## src/rtl/bistable_ring_eval.sv

```systemverilog
// Evaluation controller for a bistable ring PUF core.
// Each request runs N_EVAL reset/settle/sample evaluations of the ring for one
// latched challenge. It reports the majority-voted response, how many
// evaluations read as 1, and a sticky flag for sampling windows that disagreed.
module bistable_ring_eval #(
  parameter int N_STAGES   = 32,
  parameter int RESET_CYC  = 4,
  parameter int SETTLE_CYC = 64,
  parameter int SAMPLE_CYC = 4,
  parameter int N_EVAL     = 7,
  parameter int CNT_W      = $clog2(N_EVAL + 1)
) (
  input  logic                clk,
  input  logic                reset_n,
  input  logic                start,
  input  logic [N_STAGES-1:0] challenge,
  input  logic                ring_rsp,
  output logic                ring_reset,
  output logic [N_STAGES-1:0] ring_chal,
  output logic                busy,
  output logic                done,
  output logic                response,
  output logic                unstable,
  output logic [CNT_W-1:0]    ones_count
);

  // A single phase counter is shared by RST, SETTLE and SAMPLE, so it is
  // sized for the longest of the three phases.
  localparam int MAX_A   = (RESET_CYC > SETTLE_CYC) ? RESET_CYC : SETTLE_CYC;
  localparam int MAX_CYC = (MAX_A > SAMPLE_CYC) ? MAX_A : SAMPLE_CYC;
  localparam int CYC_W   = (MAX_CYC > 1) ? $clog2(MAX_CYC) : 1;
  localparam int IDX_W   = (N_EVAL > 1) ? $clog2(N_EVAL) : 1;
  localparam int HALF    = N_EVAL / 2;

  typedef enum logic [2:0] {
    S_IDLE   = 3'd0,
    S_RST    = 3'd1,
    S_SETTLE = 3'd2,
    S_SAMPLE = 3'd3,
    S_DONE   = 3'd4
  } state_t;

  state_t              state_q;
  logic [CYC_W-1:0]    cyc_q;
  logic [IDX_W-1:0]    idx_q;
  logic                eval_bit_q;
  logic                sync1_q;
  logic                sync2_q;
  logic                ring_reset_q;
  logic [N_STAGES-1:0] ring_chal_q;
  logic                busy_q;
  logic                done_q;
  logic                response_q;
  logic                unstable_q;
  logic [CNT_W-1:0]    ones_q;

  logic                rsp_s;
  logic                cur_bit;
  logic [CNT_W-1:0]    ones_d;
  logic                last_sample;
  logic                last_eval;

  assign rsp_s = sync2_q;

  // Two-flop synchroniser for the asynchronous ring tap.
  always_ff @(posedge clk) begin
    if (!reset_n) begin
      sync1_q <= 1'b0;
      sync2_q <= 1'b0;
    end else begin
      sync1_q <= ring_rsp;
      sync2_q <= sync1_q;
    end
  end

  // Eval bit as seen this cycle (first sample cycle reads rsp_s directly, which
  // also covers a one-cycle sample window) and the ones count after adding it.
  always_comb begin
    cur_bit     = (cyc_q == '0) ? rsp_s : eval_bit_q;
    ones_d      = ones_q + CNT_W'(cur_bit);
    last_sample = (cyc_q == CYC_W'(SAMPLE_CYC - 1));
    last_eval   = (idx_q == IDX_W'(N_EVAL - 1));
  end

  // Evaluation sequencer with registered ring control and result outputs.
  always_ff @(posedge clk) begin
    if (!reset_n) begin
      state_q      <= S_IDLE;
      cyc_q        <= '0;
      idx_q        <= '0;
      eval_bit_q   <= 1'b0;
      ring_reset_q <= 1'b1;
      ring_chal_q  <= '0;
      busy_q       <= 1'b0;
      done_q       <= 1'b0;
      response_q   <= 1'b0;
      unstable_q   <= 1'b0;
      ones_q       <= '0;
    end else begin
      done_q <= 1'b0;
      case (state_q)
        S_IDLE: begin
          if (start) begin
            ring_chal_q <= challenge;
            ones_q      <= '0;
            unstable_q  <= 1'b0;
            idx_q       <= '0;
            cyc_q       <= '0;
            busy_q      <= 1'b1;
            state_q     <= S_RST;
          end
        end
        S_RST: begin
          if (cyc_q == CYC_W'(RESET_CYC - 1)) begin
            cyc_q        <= '0;
            ring_reset_q <= 1'b0;
            state_q      <= S_SETTLE;
          end else begin
            cyc_q <= cyc_q + 1'b1;
          end
        end
        S_SETTLE: begin
          if (cyc_q == CYC_W'(SETTLE_CYC - 1)) begin
            cyc_q   <= '0;
            state_q <= S_SAMPLE;
          end else begin
            cyc_q <= cyc_q + 1'b1;
          end
        end
        S_SAMPLE: begin
          if (cyc_q == '0) begin
            eval_bit_q <= rsp_s;
          end else if (rsp_s != eval_bit_q) begin
            unstable_q <= 1'b1;
          end
          if (last_sample) begin
            ones_q       <= ones_d;
            cyc_q        <= '0;
            ring_reset_q <= 1'b1;
            if (last_eval) begin
              response_q <= (ones_d > CNT_W'(HALF));
              done_q     <= 1'b1;
              state_q    <= S_DONE;
            end else begin
              idx_q   <= idx_q + 1'b1;
              state_q <= S_RST;
            end
          end else begin
            cyc_q <= cyc_q + 1'b1;
          end
        end
        S_DONE: begin
          busy_q  <= 1'b0;
          state_q <= S_IDLE;
        end
        default: begin
          busy_q       <= 1'b0;
          ring_reset_q <= 1'b1;
          state_q      <= S_IDLE;
        end
      endcase
    end
  end

  assign ring_reset = ring_reset_q;
  assign ring_chal  = ring_chal_q;
  assign busy       = busy_q;
  assign done       = done_q;
  assign response   = response_q;
  assign unstable   = unstable_q;
  assign ones_count = ones_q;

endmodule

```

## config.mk

```make
export PLATFORM = sky130hd
export DESIGN_NAME = bistable_ring_eval
export DESIGN_NICKNAME = d
export VERILOG_FILES = /design/src/rtl/bistable_ring_eval.sv
export SDC_FILE = /design/constraint.sdc
export NUM_CORES = 1
export LEC_CHECK = 0
export BUFFER_PORTS_ARGS = -buffer_cell sky130_fd_sc_hd__buf_2
export CORE_MARGIN = 5
export CORE_UTILIZATION = 50
export DETAILED_ROUTE_END_ITERATION = 7
export GPL_TIMING_DRIVEN = 0
export PLACE_DENSITY = 0.88
export SLEW_MARGIN = 25
export SYNTH_ARGS = -nofsm -noshare
export SYNTH_HDL_FRONTEND = slang
export SYNTH_SLANG_ARGS = --single-unit
```

## constraint.sdc

```tcl
create_clock -name clk -period 2.2 [get_ports clk]
set_input_delay 0.11 -clock clk [delete_from_list [all_inputs] [get_ports clk]]
set_output_delay 0.11 -clock clk [all_outputs]
set_load 0.05 [all_outputs]
```

==> results.cfg, run 1 <==
[clocking]
clk_latency_ns = 0.31
clk_pin_slew_worst_paths_ns = 0.09
htreeDepth = 2
cts_tree = yes
numCtsBuffers = 5
clk_path_buf_depth = 2
root_buffer = clkbuf_8
clkSinkCount = 55

[global_route]
grt_pass1_vias = 2109
grt_usage_pct = 18.0
grt_pass1_wl_mm = 8.96
antenna_found_initial = 0
grt_overflow = 0
grt_max_degree = 17

[critical_path]
crit_fanout = 4
crit_buf_inv = 0
crit_path_max_incr_delay_ns = 0.37
crit_path_start_kind = flip-flop
crit_type = reg -> reg
slowest_stage = dfxtp_4
r2r_slack_ns = 0.08
worst_ep_required_time_ns = 2.45
endpoint_kind = flip-flop
crit_family = simple AND/OR/NAND/NOR gates
cp_data_arrival_time_ns = 2.37
crit_chain = nor4_4 -> nand2_2 -> mux2_4 -> ha_2 -> ha_2 -> xor2_2 -> nand2_1 -> a31oi_1 -> a31oi_1 -> nor2b_1

[timing]
hold_violations = 0
period_share_pct = 96.5
fin_skew_ns = 0.00561
tightest_slew_ns = 0.634
finalSetupViolCount = 0
finalSetupTns_ns = 0
finalMaxSlewViolations = 0
min_period_ns = 2.12
timing.fmax_mhz = 471
relSlewSlack_pct = 57.5

[finish]
final_nets = 397
syn2layout_area_growth_pct = 24.7
final_cells = 410
antennaDiodeCount = 0
seqCellArea_sq_um = 1110
utilization_pct = 63.3
multiInputGateArea_sq_um = 1170
drive_gt1_share_pct = 32.6
fillers = 412

[die]
fp.coreArea_sq_um = 4630
rows = 25
start_util_pct = 50.8
dieWidth_um = 78.6
dieArea_sq_um = 6170
ios = 76
die_h_um = 78.6

[routing]
route.detailed.drc = 0
vias_per_cell = 5.16
first_iter_violations = 104
ant_nets = 0
wire_per_inst_um = 12.6
dr.pass1.iters = 4
wl_mm = 5.18
vias = 2115

[synthesis]
synth_cell_types = 41
synth_area_leaders = dfxtp_1 (47%), nand2_1 (13%), a21boi_0 (11%)
synth_seq_area_share_pct = 46.9
ys.flop_type = dfxtp_1
avgSynthCellArea_sq_um = 8.70
netlist_instances = 270
ys_ff_latch = 55
syn-num-nets = 312
synthTopCellsByCount = nand2_1 (79), dfxtp_1 (55), a21boi_0 (35)
yosysMostFrequentCell = nand2_1
synth_top_area_cell = dfxtp_1
synth_edf_count = 0
async_reset_ff_share_pct = 0
synth_warnings = 0
synth_top_area_share_pct = 46.9
netlist_area_sq_um = 2350

[outcome]
status = completed

[placed_design]
place.gp.congestion = 0.862
hpwl_mm = 3.92
place_inst = 399
portBuffers = 75

[pwr]
ir_worst_vdd_uv = 325
leakagePower_uw = 0.00131
powerDensity_nw_per_um2 = 704

[hold_path]
hp-class = in -> reg

[job]
cap_violations = 0
## tightest hold or removal path, cell delays in order
cell,delay (ns)
buf_2,0.09
nand2_1,0.04
a21boi_0,0.06
## where the power goes
part	total, uW	switching [uW]	leakage (uW)	internal (uW)
clock	570	312	0.0000484	258
sequential	1070	26.0	0.000451	1050
combinational	419	293	0.000813	126
## cells in the final DEF, fill, tap and decap left out, drive strengths merged, types with 4 or more instances in the layout
master,n
a21boi,36
a21oi,8
a31o,4
buf,88
clkbuf,12
dfxtp,55
ha,6
inv,5
nand2,80
nand3,8
nor2,10
nor2b,5
## area by class of cell
class,instances,share of cell area [%]
multi-input combinational,194,39.9
sequential,55,37.7
timing repair buffer,78,13.7
clock buffer,7,2.95
buffer,16,2.52
tap,54,2.31
inverter,5,0.640
clock inverter,1,0.299
## sequential cells by signal, summed over array words and instances, names as in the netlist
name,flops
cyc_q,6
ring_chal,32
busy,1
response,1
ring_reset,1
state_q,3
idx_q,3
rsp_s,1
sync1_q,1
ones_count,3
done,1
eval_bit_q,1
unstable,1
## worst paths after layout
check,start,end,cells past startpoint
setup reg to reg,cyc_q[4]$_SDFFE_PN0P_,ones_count[2]$_SDFFE_PN0P_,10
setup / recovery,cyc_q[4]$_SDFFE_PN0P_,ones_count[2]$_SDFFE_PN0P_,10
hold / removal,challenge[14],ring_chal[14]$_SDFFE_PN0P_,3
hold reg to reg,sync1_q$_SDFF_PN0_,rsp_s$_SDFF_PN0_,1
## timing repair
action | 4_1_cts | 5_1_grt
gates resized for setup | 1 | 5
hold endpoints to repair | 1 | 0
buffers inserted | 2 | 0
pin swaps | 2 | 3
setup endpoints to repair | 1 | 1
hold buffers | 1 | 0
## stage by stage
step                      power [uW]  hold slack, ns  setup slack (ns)  area [sq um]
after floorplan                 1400           0.237             0.161          2350
final                           2060          0.0412            0.0775          2930
after global placement          1510           0.319            0.0542          2790
after detailed placement        1520           0.320           -0.0562          2790
after global routing            2170          0.0304           -0.0346          2930
after CTS                       2080          0.0307            0.0629          2910
## logic make-up (layout without fill, tap and decap cells)
group,after synthesis,count (layout),synth area share [%]
multiplexers,3,3,1.49
XOR/XNOR,4,4,1.49
buffers and inverters,21,107,3.94
adder cells (fa/ha/maj),6,6,3.19
AND/OR/NAND/NOR,120,120,23.7
flip-flops,55,55,46.9
AO/OA/AOI/OAI,61,61,19.3
## routing by layer
metal	vias to the layer above	routed length, um	share of wire (%)	track usage (%)
met5	-	0	0	0
met4	0	102	2.0	8.57
met1	969	2270	44	20.3
met2	66	2420	47	31.3
met3	10	386	7.5	4.82
li1	1070	-	-	-
Power figures use the tool's default switching activity.
==> run 2: changes to the inputs <==
--- a/config.mk
+++ b/config.mk
@@ -5,6 +5,7 @@
 export SDC_FILE = /design/constraint.sdc
 export NUM_CORES = 1
 export LEC_CHECK = 0
+export ABC_AREA = 1
 export BUFFER_PORTS_ARGS = -buffer_cell sky130_fd_sc_hd__buf_2
 export CORE_MARGIN = 5
 export CORE_UTILIZATION = 50
==> results.cfg, run 2 <==
[pwr]
internal-power_uw = 1860
seq_power_share_pct = 38.8
comb_power_share_pct = 44.5
p_sw_uw = 1560
clkPwrFrac_pct = 16.7
ir_worst_vdd_uv = 760
switching_share_pct = 45.6
leakagePower_uw = 0.00143
powerDensity_nw_per_um2 = 1200

[critical_path]
endpoint_kind = flip-flop
slowest_stage = dfxtp_1
setup.worst_path.start = cyc_q[0]$_SDFFE_PN0P_
crit_path_max_incr_delay_ns = 0.42
crit_type = reg -> reg
cp_data_arrival_time_ns = 2.01
crit_fanout = 6
crit_buf_inv = 1
crit_path_start_kind = flip-flop
worst_ep_required_time_ns = 2.41
crit_chain = inv_1 -> ha_1 -> nand3_1 -> o21ai_0 -> ha_1 -> ha_1 -> xnor2_1 -> nor2_1 -> nor2_1 -> nor2_1
crit_family = adder cells
r2r-start = cyc_q[0]$_SDFFE_PN0P_

[finish]
final_area_sq_um = 2840
drive_gt1_share_pct = 25.8
fillers = 376
largest_reg_flops = 32
seqCellArea_sq_um = 1100
final_cells = 444
antennaDiodeCount = 0
final_nets = 434
utilization_pct = 64.4
multiInputGateArea_sq_um = 1040
syn2layout_area_growth_pct = 23.3
mostFrequentLayoutCells = nand2_1 (105), buf_2 (79), dfxtp_1 (55), a21oi_1 (40), inv_1 (23)
mostFrequentLayoutCell = nand2_1

[timing]
tightest_slew_ns = 0.451
period_share_pct = 82.1
timing.fmax_mhz = 554
min_period_ns = 1.81
relSlewSlack_pct = 69.9
finalMaxSlewViolations = 0
finalSetupViolCount = 0
rsz0062_at_grt = false
finalSetupTns_ns = 0
fin_skew_ns = 0.0125
hold_violations = 0

[die]
dieArea_sq_um = 6070
rows = 24
start_util_pct = 52.2
dieWidth_um = 77.9
fp.coreArea_sq_um = 4410
ios = 76
die_h_um = 77.9

[global_route]
use_met1_pct = 20.1
grt_overflow = 0
busiest_layer = met2
grt_usage_pct = 17.6
grt_pass1_vias = 2100
use_met2_pct = 30.3
grt_pass1_wl_mm = 8.78
use_met3_pct = 5.09
antenna_found_initial = 0
grt_max_degree = 17

[routing]
wire_per_inst_um = 12.0
first_iter_violations = 149
wl_mm = 5.31
vias_per_cell = 5.05
vias = 2243
ant_nets = 0
route.detailed.drc = 0
dr.pass1.iters = 4

[outcome]
status = completed

[synthesis]
ys.flop_type = dfxtp_1
synthTopCellsByCount = nand2_1 (105), dfxtp_1 (55), a21oi_1 (40)
netlist_area_sq_um = 2310
async_reset_ff_share_pct = 0
avgSynthCellArea_sq_um = 7.44
yosysMostFrequentCell = nand2_1
synth_top_area_cell = dfxtp_1
synth_seq_area_share_pct = 47.7
synth_top_area_share_pct = 47.7
synth_edf_count = 0
synth_cell_types = 24
netlist_instances = 310
synth_area_leaders = dfxtp_1 (48%), nand2_1 (17%), a21oi_1 (8.7%)
synth_warnings = 0
syn-num-nets = 352
ys_ff_latch = 55

[placed_design]
postPlaceCellArea_sq_um = 2740
place_inst = 436
hpwl_mm = 3.99
place.gp.congestion = 0.822
portBuffers = 74

[clocking]
clkSinkCount = 55
post_cts_buffers = 0
clk_path_buf_depth = 2
cts_resized = 0
htreeDepth = 2
clk_latency_ns = 0.31
root_buffer = clkbuf_8
numCtsBuffers = 5
clk_pin_slew_worst_paths_ns = 0.10
cts_tree = yes

[hold_path]
holdCritStartpoint = challenge[17]
hp-class = in -> reg

[job]
cap_violations = 0
run 2: cell count changes after synthesis, sizes merged, moves of 4 or more:
| cell | change |
|---|---|
| a21boi | -36 |
| a21oi | +32 |
| a31o | -4 |
| inv | +21 |
| nand2 | +26 |
| nand3 | +7 |
| nor2 | +14 |
| nor2b | -5 |
| o21ai | +12 |
run 2: power by group through the flow:
stage          registers (uW)  logic, uW  clock network, uW
2_1_floorplan            1820        697                  0
3_3_place_gp             1340       1490                  0
3_5_place_dp             1350       1520                  0
4_1_cts                  1320       1530                587
5_1_grt                  1350       1660                627
6_report                 1330       1520                572
run 2: per-stage QoR:
stage | power, uW | hold WS [ns] | worst slack [ns]
6_report | 3420 | 0.0281 | 0.395
5_1_grt | 3640 | 0.0178 | 0.220
4_1_cts | 3440 | 0.0195 | 0.404
3_5_place_dp | 2860 | 0.299 | 0.396
3_3_place_gp | 2830 | 0.294 | 0.441
2_1_floorplan | 2520 | 0.208 | 0.566
run 2: kinds of logic after synthesis:
group | Yosys count | synth area share (%)
and+or+nand+nor | 150 | 27.8
AOI/OAI and AO/OA | 57 | 12.7
DFF | 55 | 47.7
buffers and inverters | 38 | 7.00
adders and majority gates | 6 | 3.26
xor gates and xnor gates | 4 | 1.52
run 2: what timing repair did:
action                                  CTS  global route
endpoints found under the setup margin    0             0
hold buffers                              1             0
hold endpoints to repair                  1             0
run 2: worst reg2reg max path: cells and delay by family, from the launching register on:
family | cells | cell delay (ns)
buffers and inverters | 1 | 0.07
flip-flops | 1 | 0.42
AO/OA/AOI/OAI | 1 | 0.13
AND/OR/NAND/NOR | 4 | 0.32
XOR/XNOR | 1 | 0.17
adder cells (fa/ha/maj) | 3 | 0.59
run 2: final timing paths:
kind	endpoint	slack (ns)	cells past startpoint
worst max-delay path	ones_count[2]$_SDFFE_PN0P_	0.39	10
worst min-delay path	ring_chal[17]$_SDFFE_PN0P_	0.03	3
worst max register to register	ones_count[2]$_SDFFE_PN0P_	0.39	10
worst min register to register	rsp_s$_SDFF_PN0_	0.42	2
run 2: cell type report:
type | count | area share (%)
Sequential cell | 55 | 38.7
Buffer | 12 | 2.24
Tap cell | 52 | 2.29
Inverter | 26 | 3.43
Multi-Input combinational cell | 217 | 36.7
Clock inverter | 1 | 0.308
Clock buffer | 6 | 2.90
Timing Repair Buffer | 75 | 13.4
run 2: per-layer routing:
metal | vias up | wire length, um
li1 | 1151 | -
met1 | 1007 | 2180
met2 | 74 | 2650
met3 | 11 | 374
met4 | 0 | 106
met5 | - | 0
